[src/rtl/pipe_hazard_ctrl.sv]
// pipe_hazard_ctrl: load-use detection, EX operand forwarding selects,
// multi-cycle divider sequencing and a saturating stall counter for the
// 5-stage pipeline front end.
module pipe_hazard_ctrl #(
  parameter int DIV_CYCLES = 32
) (
  input  logic        i_clk,
  input  logic        i_rst,
  input  logic        i_id_valid,
  input  logic [4:0]  i_id_rs,
  input  logic [4:0]  i_id_rt,
  input  logic        i_id_use_rs,
  input  logic        i_id_use_rt,
  input  logic        i_id_div,
  input  logic [4:0]  i_ex_rd,
  input  logic        i_ex_wreg,
  input  logic        i_ex_m2reg,
  input  logic [4:0]  i_mem_rd,
  input  logic        i_mem_wreg,
  input  logic        i_mem_m2reg,
  output logic        o_stall,
  output logic        o_bubble,
  output logic [1:0]  o_fwda,
  output logic [1:0]  o_fwdb,
  output logic        o_div_start,
  output logic        o_div_busy,
  output logic        o_div_done,
  output logic [31:0] o_stall_cnt
);

  // Forward select encodings
  localparam logic [1:0] FWD_RF  = 2'b00;
  localparam logic [1:0] FWD_EX  = 2'b01;
  localparam logic [1:0] FWD_MEM = 2'b10;
  localparam logic [1:0] FWD_LD  = 2'b11;

  // Counter reload: RUN lasts cnt values DIV_CYCLES-1 down to 0
  localparam logic [7:0] CNT_LOAD = 8'(DIV_CYCLES - 1);

  typedef enum logic [1:0] {
    S_IDLE = 2'd0,
    S_RUN  = 2'd1,
    S_DONE = 2'd2
  } state_t;

  state_t      r_state;
  state_t      w_state_nxt;
  logic [7:0]  r_cnt;
  logic [7:0]  w_cnt_nxt;
  logic [31:0] r_stall_cnt;

  logic        w_ex_hit_rs;
  logic        w_ex_hit_rt;
  logic        w_lu;
  logic        w_div_req;

  // Load-use: an EX load writing a register the ID instruction reads.
  // Register 0 is hardwired and never creates a dependency.
  always_comb begin
    w_ex_hit_rs = (i_ex_rd != 5'd0) && (i_ex_rd == i_id_rs);
    w_ex_hit_rt = (i_ex_rd != 5'd0) && (i_ex_rd == i_id_rt);
    w_lu        = i_id_valid && i_ex_wreg && i_ex_m2reg &&
                  ((i_id_use_rs && w_ex_hit_rs) || (i_id_use_rt && w_ex_hit_rt));
    w_div_req   = i_id_valid && i_id_div;
  end

  // Operand select for one source register; the younger EX result wins
  // over MEM. An EX load is never forwarded from EX (load-use stalls it).
  function automatic logic [1:0] fwd_sel(input logic [4:0] src);
    logic [1:0] sel;
    sel = FWD_RF;
    if (i_ex_wreg && !i_ex_m2reg && (i_ex_rd == src) && (i_ex_rd != 5'd0))
      sel = FWD_EX;
    else if (i_mem_wreg && (i_mem_rd == src) && (i_mem_rd != 5'd0))
      sel = i_mem_m2reg ? FWD_LD : FWD_MEM;
    return sel;
  endfunction

  // Forwarding selects for both EX operands
  always_comb begin
    o_fwda = fwd_sel(i_id_rs);
    o_fwdb = fwd_sel(i_id_rt);
  end

  // Sequencer next state and control outputs
  always_comb begin
    w_state_nxt = r_state;
    w_cnt_nxt   = r_cnt;
    o_stall     = 1'b0;
    o_bubble    = 1'b0;
    o_div_start = 1'b0;
    o_div_busy  = 1'b0;
    o_div_done  = 1'b0;
    case (r_state)
      S_IDLE: begin
        if (w_lu) begin
          // Hold ID one cycle so the load reaches MEM; a pending divide
          // waits and issues once its operands are forwardable.
          o_stall  = 1'b1;
          o_bubble = 1'b1;
        end else if (w_div_req) begin
          o_stall     = 1'b1;
          o_bubble    = 1'b1;
          o_div_start = 1'b1;
          w_cnt_nxt   = CNT_LOAD;
          w_state_nxt = S_RUN;
        end
      end
      S_RUN: begin
        // Front end frozen for the divider latency; load-use is moot here
        o_stall    = 1'b1;
        o_bubble   = 1'b1;
        o_div_busy = 1'b1;
        w_cnt_nxt  = r_cnt - 8'd1;
        if (r_cnt == 8'd0) begin
          w_cnt_nxt   = 8'd0;
          w_state_nxt = S_DONE;
        end
      end
      S_DONE: begin
        // The divide in ID advances now; its id_div must not restart
        o_div_done  = 1'b1;
        w_state_nxt = S_IDLE;
      end
      default: begin
        w_state_nxt = S_IDLE;
        w_cnt_nxt   = 8'd0;
      end
    endcase
  end

  // Sequencer state and latency counter
  always_ff @(posedge i_clk) begin
    if (i_rst) begin
      r_state <= S_IDLE;
      r_cnt   <= 8'd0;
    end else begin
      r_state <= w_state_nxt;
      r_cnt   <= w_cnt_nxt;
    end
  end

  // Saturating count of stalled cycles for performance monitoring
  always_ff @(posedge i_clk) begin
    if (i_rst)
      r_stall_cnt <= 32'd0;
    else if (o_stall && (r_stall_cnt != 32'hFFFF_FFFF))
      r_stall_cnt <= r_stall_cnt + 32'd1;
  end

  assign o_stall_cnt = r_stall_cnt;

endmodule
[config.mk]
export PLATFORM = sky130hd
export DESIGN_NAME = pipe_hazard_ctrl
export DESIGN_NICKNAME = d
export VERILOG_FILES = /design/src/rtl/pipe_hazard_ctrl.sv
export SDC_FILE = /design/constraint.sdc
export NUM_CORES = 1
export LEC_CHECK = 0
export BUFFER_PORTS_ARGS = -buffer_cell sky130_fd_sc_hd__buf_2
export CAP_MARGIN = 20
export CORE_MARGIN = 1
export CORE_UTILIZATION = 50
export CTS_BUF_LIST = sky130_fd_sc_hd__clkbuf_4
export DETAILED_ROUTE_END_ITERATION = 8
export HOLD_SLACK_MARGIN = 0.08
export PLACE_DENSITY = 0.82
export SYNTH_ARGS = -nofsm -noshare
export SYNTH_HDL_FRONTEND = slang
export SYNTH_SLANG_ARGS = --single-unit
[constraint.sdc]
create_clock -name i_clk -period 4.6 [get_ports i_clk]
set_input_delay 0.46 -clock i_clk [delete_from_list [all_inputs] [get_ports i_clk]]
set_output_delay 0.46 -clock i_clk [all_outputs]
set_load 0.005 [all_outputs]
# After elaboration in Yosys (flattened, before gate mapping)

Cells that the tools add are included.

Bits in registers: 42
Input bits: 30
Output and inout port bits: 41
Logic and storage cells: 62

Add/subtract/negate cells: 2
Equality and inequality tests: 10
Muxes and demuxes: 20
Bitwise logic cells: 1
Reductions and logical operators: 26

Operators by type and width:

| kind                                                                   | number |
|---|---|
| 32-bit by 1-bit adder with 32-bit output (second input constant)       | 1 |
| 32-bit != test (second input constant)                                 | 1 |
| 8-bit two-way mux                                                      | 3 |
| 8-bit case mux with 3 select lines                                     | 1 |
| 5-bit equality test                                                    | 4 |
| 1-bit logical AND                                                      | 18 |
| 2-bit two-way mux                                                      | 7 |
| 5-bit nonzero test                                                     | 2 |
| 8-bit zero test                                                        | 1 |
| 8-bit by 1-bit subtractor with 8-bit output (second input constant)    | 1 |
| 1-bit two-way mux                                                      | 7 |
| 2-bit != test (second input constant)                                  | 3 |
| 3-bit AND reduction                                                    | 2 |
| 2-bit case mux with 2 select lines                                     | 1 |
| 2-bit by 1-bit equality test with 1-bit output (second input constant) | 1 |
| 2-bit equality test (second input constant)                            | 1 |
| 2-bit zero test                                                        | 1 |
| 1-bit case mux with 2 select lines                                     | 1 |
| 1-bit zero test                                                        | 1 |
| 1-bit logical OR                                                       | 1 |
| 1-bit inverter                                                         | 1 |

# Depth between registers and ports, before layout

Gate-level depths: netlist of run 1.

Word-level depth: 8
Depth in mapped cells: 9

# Least setup slack after synthesis of run 1

No wires, ideal clock.

Path type: input port to output port
Start point: in i_ex_rd[0]
End point: out o_stall
Arrival: 1.958 ns
Data required time: 4.140 ns
Setup slack: 2.182 ns
Stages: 7
Path buffers: 3
Cell sequence: or4_1 > o2111a_1 > o21ba_1 > o21a_1 > buf_6 > buf_2 > buf_4

Longest elaborated chain between the ends: 7

RTL lines:

| what                                              | line   | source |
|---|---|---|
| start: declaration                                | 15     | `input logic [4:0] i_ex_rd,` |
| 5-bit equality test, or another cell as far along | 60     | `w_ex_hit_rs = (i_ex_rd != 5'd0) && (i_ex_rd == i_id_rs);` |
| 1-bit logical AND (on tied branches)              | 60, 61 |  |
| 1-bit logical AND                                 | 63     | `((i_id_use_rs && w_ex_hit_rs) \|\| (i_id_use_rt && w_ex_hit_rt));` |
| 1-bit logical OR (*)                              | 63     |  |
| 1-bit logical AND (*)                             | 62     | `w_lu = i_id_valid && i_ex_wreg && i_ex_m2reg &&` |
| 1-bit two-way mux (*)                             | n/a    |  |
| 1-bit case mux with 2 select lines (*)            | n/a    |  |
| end: declaration                                  | 21     | `output logic o_stall,` |

Every way passes the cells marked *; elsewhere a longest branch is shown, timed or not.

# Final worst setup path of run 1

Start point: in i_ex_rd[0]
End point: out o_stall

Longest elaborated chain between the ends: 7

RTL lines:

| what                                              | line   | source |
|---|---|---|
| 5-bit equality test, or another cell as far along | 60     |  |
| 1-bit logical AND (on tied branches)              | 60, 61 |  |
| 1-bit logical AND                                 | 63     |  |
| 1-bit logical OR (*)                              | 63     |  |
| 1-bit logical AND (*)                             | 62     |  |
| 1-bit two-way mux (*)                             | 96     | `if (w_lu) begin` |
| 1-bit case mux with 2 select lines (*)            | 94     | `case (r_state)` |

Marks and branches as above.

==> results of run 1 <==
==> placed cells by master (no fill, tap or decap), types with 4 or more instances in the layout <==
cell      count
o32ai_1       4
nand2_1      15
xnor2_1       7
clkbuf_4      6
and4_1        5
nor3_1        7
and3_1       11
inv_1         7
o21ai_0       8
xor2_1       37
o31ai_1       4
nand4_1      11
buf_2        70
nor2_1       42
nand3_1      20
nor2b_1       7
nor3b_1       4
or4_1         5
a21oi_1      14
dfxtp_1      42
==> registers in the layout, indices dropped and copies added, names as in the netlist <==
signal and count:
o_stall_cnt 32, r_cnt 8, r_state 2
==> power groups by stage <==
stage,sequential (W),clock (W),combinational (W)
global route,0.000398,0.000198,0.000158
CTS,0.000395,0.000184,0.000140
detailed placement,0.000403,0,0.000140
floorplan,0.000398,0,0.000105
finish,0.000395,0.000176,0.000140
global placement,0.000403,0,0.000137
==> how the worst max path moves through the flow <==
stage | start | end | slack (ps)
after global placement | i_ex_rd[2] | o_stall_cnt[21] | 1720
after floorplan | i_ex_rd[0] | o_stall | 2180
final | i_ex_rd[0] | o_stall | 1800
after global routing | i_ex_rd[2] | o_stall | 1710
after CTS | i_ex_rd[0] | o_stall | 1810
after detailed placement | i_ex_rd[2] | o_stall_cnt[21] | 1630
==> stage by stage <==
step / hold slack, ps / util (%) / std cells / setup WS, ps / area [sq um]
floorplan: 452.2 / - / 299 / 2182 / 2495
global placement: 472.5 / 60.21 / 424 / 1724 / 2863
detailed placement: 481.8 / 60.21 / 424 / 1630 / 2863
CTS: 501.9 / 61.34 / 432 / 1809 / 2917
global route: 537.6 / 61.34 / 432 / 1708 / 2917
finish: 501.2 / 61.34 / 432 / 1798 / 2917
==> final cells by class <==
type / count / area (sq um)
Inverter: 7 / 26.28
Sequential cell: 42 / 840.8
Multi-Input combinational cell: 238 / 1562
Fill cell: 472 / 1838
Timing Repair Buffer: 70 / 350.3
Clock inverter: 2 / 8.758
Tap cell: 67 / 83.83
Clock buffer: 6 / 45.04
==> worst reg2reg max path, cell delays in order, from the launching register on <==
cell     delay, ps
dfxtp_1        440
ha_1           210
and3_1         200
and4_1         280
nand4_1        710
nand4_4        430
nor2_1          70
mux2_2         270
==> cell usage after synthesis, types with 8 or more instances <==
cell	n	area share, %
nand3_1	20	4.0
and3_1	11	2.8
dfxtp_1	42	34
nor2_1	42	6.3
o21ai_0	8	1.6
xor2_1	37	13
a21oi_1	14	2.8
nand2_1	15	2.3
nand4_1	11	2.8
==> layer usage <==
metal  vias to the layer above  GRT usage (%)
met4                         0          6.318
met1                      1107          27.00
li1                       1189              -
met3                         6          4.558
met2                        80          36.34
met5                         -              0
==> cells by family (layout without fill, tap and decap cells) <==
kind of cell / Yosys count / count (layout) / synth area share [%]
multiplexers: 2 / 2 / 0.8525
AND/OR/NAND/NOR: 148 / 148 / 32.95
AO/OA/AOI/OAI: 41 / 41 / 11.84
adder cells (fa/ha/maj): 3 / 3 / 1.505
XOR/XNOR: 44 / 44 / 15.45
buffers and inverters: 19 / 85 / 3.711
flip-flops: 42 / 42 / 33.70
==> results by group, run 1 <==
Worst setup path
  – R2R cell count: 7
  – Critical Path Max Stage Delay: 540 ps
  – CP top delay family: compound AO/OA/AOI/OAI gates
  – Worst Setup Start Kind: input pin
  – Setup crit end kind: primary output
  – Crit-path cells: buf_2 -> or4_1 -> o2111a_1 -> o21ba_1 -> o21a_1 -> buf_2
  – Worst R2R Setup Slack: 1900 ps
  – Cell depth of the worst setup path: 6
  – Reg-to-Reg End: o_stall_cnt[19]
  – Crit Path Class: in -> out
  – R2r startpoint: o_stall_cnt[0]
  – CP dominant cell by count: buf_2
  – Slowest CP cell: or4_1
  – Buf/Inv on CP: 2
  – Worst Path Required: 4140 ps
  – Arrival time worst endpoint: 2340 ps
  – CP Max Fanout: 29

Logic synthesis
  – Post-Syn Area per Cell: 8.344 sq um
  – Synth Warn #: 0
  – Syn nets: 332
  – Top FF cell, synth: dfxtp_1
  – Mapped Cells: 299
  – Seq/Total Area, Yosys: 33.70%
  – Async SR Flop Fraction: 0%
  – Synth cell types: 47
  – EDFF count, synth: 0
  – #FFs+latches synth: 42
  – Post-synthesis cell area: 0.002495 sq mm

GRT
  – Total gr overflow: 0
  – GRT Total Usage: 21.30%
  – First-pass GRT wire length: 8983 um
  – Initial antenna violation count: 0
  – Via count of the first global-routing pass: 2,073
  – Largest net degree at the start of global routing: 45

Drt
  – DRC Markers: 0
  – Mean routed wirelength per cell: 12.76 um
  – Met1 Routed Length: 2476 um
  – Initial drt markers: 158
  – Post-DRT Antenna Nets: 0
  – Met2 wire length: 2575 um
  – DR vias/cell: 5.514
  – Router iterations before antenna repair: 4
  – WL met3: 392 um
  – Vias: 2,382
  – Final WL: 5513 um
  – Uppermost layer routed: met4

Timing
  – Setup TNS: 0 ps
  – Final Hold Vio Count: 0
  – Final min period: 2802 ps
  – Max Transition Viols Final: 0
  – Tcrit/Tclk final: 60.91%
  – Worst-Margin Slew: 1018 ps
  – Clk_skew: 12.67 ps
  – RSZ-0062 raised after global routing: no
  – Setup violators final: 0
  – Max-slew headroom: 32.12%
  – FMAX: 356.9 MHz

Die
  – Io pins: 71
  – Die width: 72.64 um
  – Num rows: 25
  – Core Area: 0.004755 sq mm
  – Die area: 0.005277 sq mm
  – Die height: 72.64 um
  – Initial core utilization: 52.47%

Clock tree
  – Clock sinks: 42
  – Worst-Skew Late Latency: 340 ps
  – Clk root buf: clkbuf_4
  – CTS H-Tree Depth: 2
  – CTS-repair resized insts: 0
  – Hold-fix buffers, CTS: 0
  – CTS tree: done
  – Worst-path clk slew: 120 ps
  – CTS max path bufs: 2
  – Post-CTS Setup Inserts: 0
  – Total CTS buffers: 5

Pwr
  – Leakage: 1.247 nW
  – P_int: 0.0004999 W
  – Switch share: 29.66%
  – Clock power frac: 24.8%
  – Net switching power: 0.0002108 W
  – Gate power share: 19.7%
  – Sequential share of power: 55.6%
  – Cell area power density: 243.7 mW/mm^2
  – Maximum vdd drop: 0.1676 mV
  – Total power draw: 0.0007107 W

Hold path
  – Hold Path Class: reg -> reg
  – Worst Hold Launch: r_cnt[6]
  – Hold endpoint: r_cnt[6]
  – Hold Path Stages: 2

Layout
  – Layout cells sized above 1: 23.84%
  – Fin nets: 397
  – Synth-to-Final Area Change: 16.90%
  – Antenna diodes: 0

Flow run
  – MaxCap Viol Count: 0

Placed design
  – # port buffers: 70
  – DP HPWL: 4071 um
  – GP Congestion: 0.7834

Run status
  – Status: completed
Power figures use the tool's default switching activity.
==> run 2: changes to the inputs <==
- ABC_AREA: unset -> 1
- PLACE_DENSITY: 0.82 -> 0.83
- clock period: 4.6 -> 2.4 ns (I/O delays scaled with it)
==> run 2 against run 1 <==
Compared with the run above:
- core utilization fell by 1.1 points
- die area rose by 22%
- non-clock buffer count rose by 7
- combinational power rose by 120%
- synthesized area rose by 23%
==> results by group, run 2 <==
Clock tree
  – CTS tree: done
  – Total CTS buffers: 5
  – Hold-fix buffers, CTS: 0
  – Clock sinks: 42
  – Clk root buf: clkbuf_4
  – Worst-path clk slew: 130 ps
  – CTS max path bufs: 2
  – Worst-Skew Late Latency: 370 ps
  – CTS-repair resized insts: 0
  – Post-CTS Setup Inserts: 0
  – CTS H-Tree Depth: 2

Layout
  – Most common cell after layout, fill and taps aside: nand2_1
  – Final Core Density: 60.25%
  – Fin nets: 587
  – Antenna diodes: 0
  – Commonest non-fill, non-tap cells in the layout: 146 x nand2_1, 70 x buf_2, 55 x nor2_1, 43 x nand4_1, 42 x dfxtp_1
  – Synth-to-Final Area Change: 16.41%
  – Layout cells sized above 1: 17.66%
  – Largest register FFs: 32

Worst setup path
  – Reg-to-Reg End: o_stall_cnt[30]
  – Cell depth of the worst setup path: 11
  – Worst Setup Start Kind: register
  – Slowest CP cell: nand3_2
  – R2r startpoint: o_stall_cnt[1]
  – CP Max Fanout: 17
  – Worst Path Required: 2700 ps
  – Crit-path cells: ha_1 -> nand2_1 -> inv_2 -> nand2_2 -> inv_2 -> nand2_2 -> nor2_2 -> nand3_2 -> nand3_2 -> nand2_1 -> a21oi_1
  – Buf/Inv on CP: 2
  – Worst R2R Setup Slack: 160 ps
  – CP startpoint: o_stall_cnt[1]
  – Critical Path End: o_stall_cnt[30]
  – Critical Path Max Stage Delay: 470 ps
  – CP top delay family: simple AND/OR/NAND/NOR gates
  – Crit Path Class: reg -> reg
  – Setup crit end kind: register
  – Arrival time worst endpoint: 2530 ps
  – R2R cell count: 11

GRT
  – Total gr overflow: 0
  – Largest net degree at the start of global routing: 35
  – GRT Total Usage: 26.50%
  – First-pass GRT wire length: 13,400 um
  – Via count of the first global-routing pass: 2,962
  – Initial antenna violation count: 0

Die
  – Num rows: 28
  – Io pins: 71
  – Core Area: 0.005921 sq mm
  – Die width: 80.29 um
  – Initial core utilization: 51.75%
  – Die height: 80.29 um
  – Die area: 0.006446 sq mm

Flow run
  – MaxCap Viol Count: 0

Pwr
  – Leakage: 1.526 nW
  – Maximum vdd drop: 0.3104 mV
  – Cell area power density: 451.7 mW/mm^2

Timing
  – RSZ-0062 raised after global routing: no
  – FMAX: 446.7 MHz
  – Clk_skew: 14.29 ps
  – Max Transition Viols Final: 0
  – Final min period: 2238 ps
  – Max-slew headroom: 64.91%
  – Worst-Margin Slew: 522.3 ps
  – Final Hold Vio Count: 0
  – Setup TNS: 0 ps
  – Tcrit/Tclk final: 93.27%
  – Setup violators final: 0

Logic synthesis
  – EDFF count, synth: 0
  – Post-synth top area cell: dfxtp_1
  – Most common cell in the netlist: nand2_1
  – Post-Syn Area per Cell: 6.292 sq um
  – Synth cell count leaders: 146 x nand2_1, 55 x nor2_1, 43 x nand4_1
  – Synth cell types: 33
  – Synth Warn #: 0
  – Area share of the largest cell type after synthesis: 27.44%
  – Seq/Total Area, Yosys: 27.44%
  – Syn nets: 520
  – Async SR Flop Fraction: 0%
  – #FFs+latches synth: 42
  – Post-synthesis cell area: 0.003064 sq mm
  – Top FF cell, synth: dfxtp_1
  – Mapped Cells: 487
  – Ranking of synthesized cells by area: dfxtp_1 27%, nand2_1 18%, nand4_1 8.8%

Run status
  – Status: completed

Drt
  – Vias: 3,560
  – Mean routed wirelength per cell: 13.60 um
  – DR vias/cell: 5.651
  – Initial drt markers: 348
  – Router iterations before antenna repair: 5
  – Post-DRT Antenna Nets: 0
  – Final WL: 8565 um
  – DRC Markers: 0

Placed design
  – # port buffers: 70
  – DP HPWL: 6171 um
  – GP Congestion: 0.9618

Hold path
  – Hold Path Class: in -> reg
-- run 2: changes by cell type in the layout (fill, tap and decap cells not counted), sizes merged, moves of 15 or more --
cell | previous run | this run
nand2 | 16 | 149
inv | 7 | 42
nand4 | 13 | 43
a21oi | 14 | 39
xor2 | 37 | 18
nor2 | 42 | 57
-- run 2: report_power, final --
group	internal, W	switching, W
clock	0.000321	0.000244
sequential	0.000718	0.0000191
combinational	0.000110	0.000200
total	0.00115	0.000463
-- run 2: final cells by class --
cell class | count | area [sq um]
Clock buffer | 5 | 37.54
Clock inverter | 3 | 63.81
Fill cell | 556 | 2354
Inverter | 43 | 161.4
Multi-Input combinational cell | 385 | 1967
Sequential cell | 42 | 840.8
Tap cell | 75 | 93.84
Timing Repair Buffer | 77 | 402.9
-- run 2: metal layers --
| layer | track usage, % | up-vias | part of all wire [%] |
|---|---|---|---|
| li1 | - | 1749 | - |
| met1 | 35.62 | 1590 | 45 |
| met3 | 3.750 | 30 | 7.9 |
| met2 | 42.74 | 191 | 44 |
| met4 | 10.00 | 0 | 2.8 |
| met5 | 0 | - | 0 |
-- run 2: stage by stage --
stage                power, W  area (sq um)  hold WS, ps  cells  setup slack [ps]
global placement     0.001039          3456        463.2    621             344.5
finish               0.001611          3567        138.7    630             161.5
global route         0.001683          3567        150.1    630             18.87
detailed placement   0.001051          3456        471.0    621             257.1
floorplan           0.0009725          3064        450.2    487             708.5
CTS                  0.001609          3557        144.0    629             222.6
-- run 2: worst min-delay path by stage --
| stage | depth (start not counted) | start | slack (ps) | endpoint |
|---|---|---|---|---|
| 2_1_floorplan | 2 | r_cnt[4] | 450 | r_cnt[4] |
| 3_5_place_dp | 2 | r_cnt[4] | 470 | r_cnt[4] |
| 4_1_cts | 2 | i_rst | 140 | r_cnt[0] |
| 3_3_place_gp | 2 | r_cnt[4] | 460 | r_cnt[4] |
| 6_report | 2 | i_rst | 140 | r_cnt[0] |
| 5_1_grt | 2 | i_rst | 150 | r_cnt[0] |
-- run 2: kinds of logic (layout without fill, tap and decap cells) --
kind of cell / Yosys count / in the layout / share of synthesized area (%)
AND/OR/NAND/NOR: 288 / 289 / 42.55
buffers and inverters: 61 / 128 / 8.697
AO/OA/AOI/OAI: 58 / 58 / 10.09
flip-flops: 42 / 42 / 27.44
XOR/XNOR: 35 / 35 / 10.00
adder cells (fa/ha/maj): 3 / 3 / 1.225
==> run 3: changes to the inputs <==
- RECOVER_POWER: unset -> 100
- SLEW_MARGIN: unset -> 20
==> run 3 against run 2 <==
Compared with the run above:
- power shrank 0.27%
- core utilization shrank 0.72 points
- routed wire length about the same
- critical path type unchanged
- critical endpoint unchanged
- largest power group unchanged
==> results by group, run 3 (synthesis gave the netlist of run 2 again) <==
Clock tree
  – Clk root buf: clkbuf_4
  – CTS H-Tree Depth: 2
  – Clock sinks: 42
  – Worst-path clk slew: 130 ps
  – CTS-repair resized insts: 0
  – Worst-Skew Late Latency: 360 ps
  – CTS tree: done
  – CTS max path bufs: 2
  – Post-CTS Setup Inserts: 0
  – Total CTS buffers: 5

Timing
  – Max-slew headroom: 60.00%
  – Final Hold Vio Count: 0
  – Final min period: 2250 ps
  – FMAX: 444.5 MHz
  – Clk_skew: 13.58 ps
  – Max Transition Viols Final: 0
  – Tcrit/Tclk final: 93.73%
  – Setup violators final: 0
  – Setup TNS: 0 ps
  – RSZ-0062 raised after global routing: no
  – Worst-Margin Slew: 600.0 ps

GRT
  – First-pass GRT wire length: 13,400 um
  – Largest net degree at the start of global routing: 35
  – Total gr overflow: 0
  – GRT Total Usage: 26.50%
  – Via count of the first global-routing pass: 2,962
  – Initial antenna violation count: 0

Drt
  – DRC Markers: 0
  – Post-DRT Antenna Nets: 0
  – Vias: 3,498
  – Initial drt markers: 294
  – DR vias/cell: 5.552
  – Final WL: 8567 um
  – Router iterations before antenna repair: 5
  – Mean routed wirelength per cell: 13.60 um

Worst setup path
  – Reg-to-Reg End: o_stall_cnt[30]
  – Worst Path Required: 2700 ps
  – R2r startpoint: o_stall_cnt[1]
  – Worst Setup Start Kind: register
  – Worst R2R Setup Slack: 150 ps
  – Arrival time worst endpoint: 2540 ps
  – Setup crit end kind: register
  – R2R cell count: 11
  – Crit Path Class: reg -> reg
  – CP Max Fanout: 17

Hold path
  – Hold endpoint: r_cnt[0]
  – Hold Path Class: in -> reg
  – Hold Path Stages: 2
  – Worst Hold Launch: i_rst

Layout
  – Fillers: 565
  – Synth-to-Final Area Change: 15.03%
  – Final Core Density: 59.53%
  – Layout cells sized above 1: 12.97%
  – Largest register FFs: 32
  – Commonest non-fill, non-tap cells in the layout: 146 x nand2_1, 55 x nor2_1, 44 x buf_2, 43 x nand4_1, 42 x dfxtp_1
  – Antenna diodes: 0
  – Fin nets: 587
  – Most common cell after layout, fill and taps aside: nand2_1

Die
  – Core Area: 0.005921 sq mm
  – Num rows: 28
  – Io pins: 71
  – Die area: 0.006446 sq mm
  – Initial core utilization: 51.75%
  – Die height: 80.29 um
  – Die width: 80.29 um

Pwr
  – Maximum vdd drop: 0.3087 mV
  – Cell area power density: 456.0 mW/mm^2
  – Leakage: 1.417 nW

Run status
  – Status: completed

Placed design
  – # port buffers: 70
  – GP Congestion: 0.9618
  – DP HPWL: 6171 um

Flow run
  – MaxCap Viol Count: 0
run 3: worst max path at each step:
stage,start,endpoint,slack (ps),cells past startpoint
2_1_floorplan,o_stall_cnt[1],o_stall_cnt[10],710,11
3_3_place_gp,i_ex_rd[0],o_stall_cnt[1],340,11
3_5_place_dp,i_ex_rd[0],o_stall_cnt[0],260,11
4_1_cts,o_stall_cnt[0],o_stall_cnt[20],220,11
5_1_grt,o_stall_cnt[0],o_stall_cnt[30],20,11
6_report,o_stall_cnt[1],o_stall_cnt[30],150,11
run 3: cell type report:
type,instances,area (sq um),area share [%]
repair buffers,77,364.1,10.33
inverters,43,161.4,4.579
flip-flops and latches,42,840.8,23.86
multi-input cells,385,1963,55.70
clock buffers,5,37.54,1.065
clock inverters,3,63.81,1.810
well taps,75,93.84,2.662
run 3: stage by stage:
| stage | hold WS (ps) | power (W) | area, sq um | std cells | worst slack, ps |
|---|---|---|---|---|---|
| finish | 138.9 | 0.001607 | 3525 | 630 | 150.4 |
| global route | 150.1 | 0.001681 | 3525 | 630 | 18.64 |
| CTS | 144.0 | 0.001609 | 3557 | 629 | 222.6 |
| detailed placement | 471.0 | 0.001051 | 3456 | 621 | 257.1 |
| global placement | 463.2 | 0.001039 | 3456 | 621 | 344.5 |
| floorplan | 450.2 | 0.0009725 | 3064 | 487 | 708.5 |
run 3: layer usage:
metal	global-route usage [%]	share of wire, %
met5	0	0
met4	10.00	2.9
met2	42.74	44
met3	3.750	7.7
met1	35.62	45
run 3: critical path: stages (launching register included):
cell and delay [ps]:
dfxtp_1 390, ha_1 240, nand2_1 80, inv_2 70, nand2_2 70, inv_2 100
nand2_2 90, nor2_2 160, nand3_2 280, nand3_2 470, nand2_1 100, a21oi_1 130
run 3: what timing repair did:
action / 4_1_cts / 5_1_grt
endpoints found under the setup margin: 0 / 1
hold buffers: 0 / 0
hold endpoints to repair: 0 / 0
run 3: report_power, final:
part / leakage [nW] / switching, W / internal, W / total [W]
Clock: 0.0528 / 0.000242 / 0.000321 / 0.000563
Combinational: 1.02 / 0.000200 / 0.000107 / 0.000307
Sequential: 0.340 / 0.0000193 / 0.000718 / 0.000737
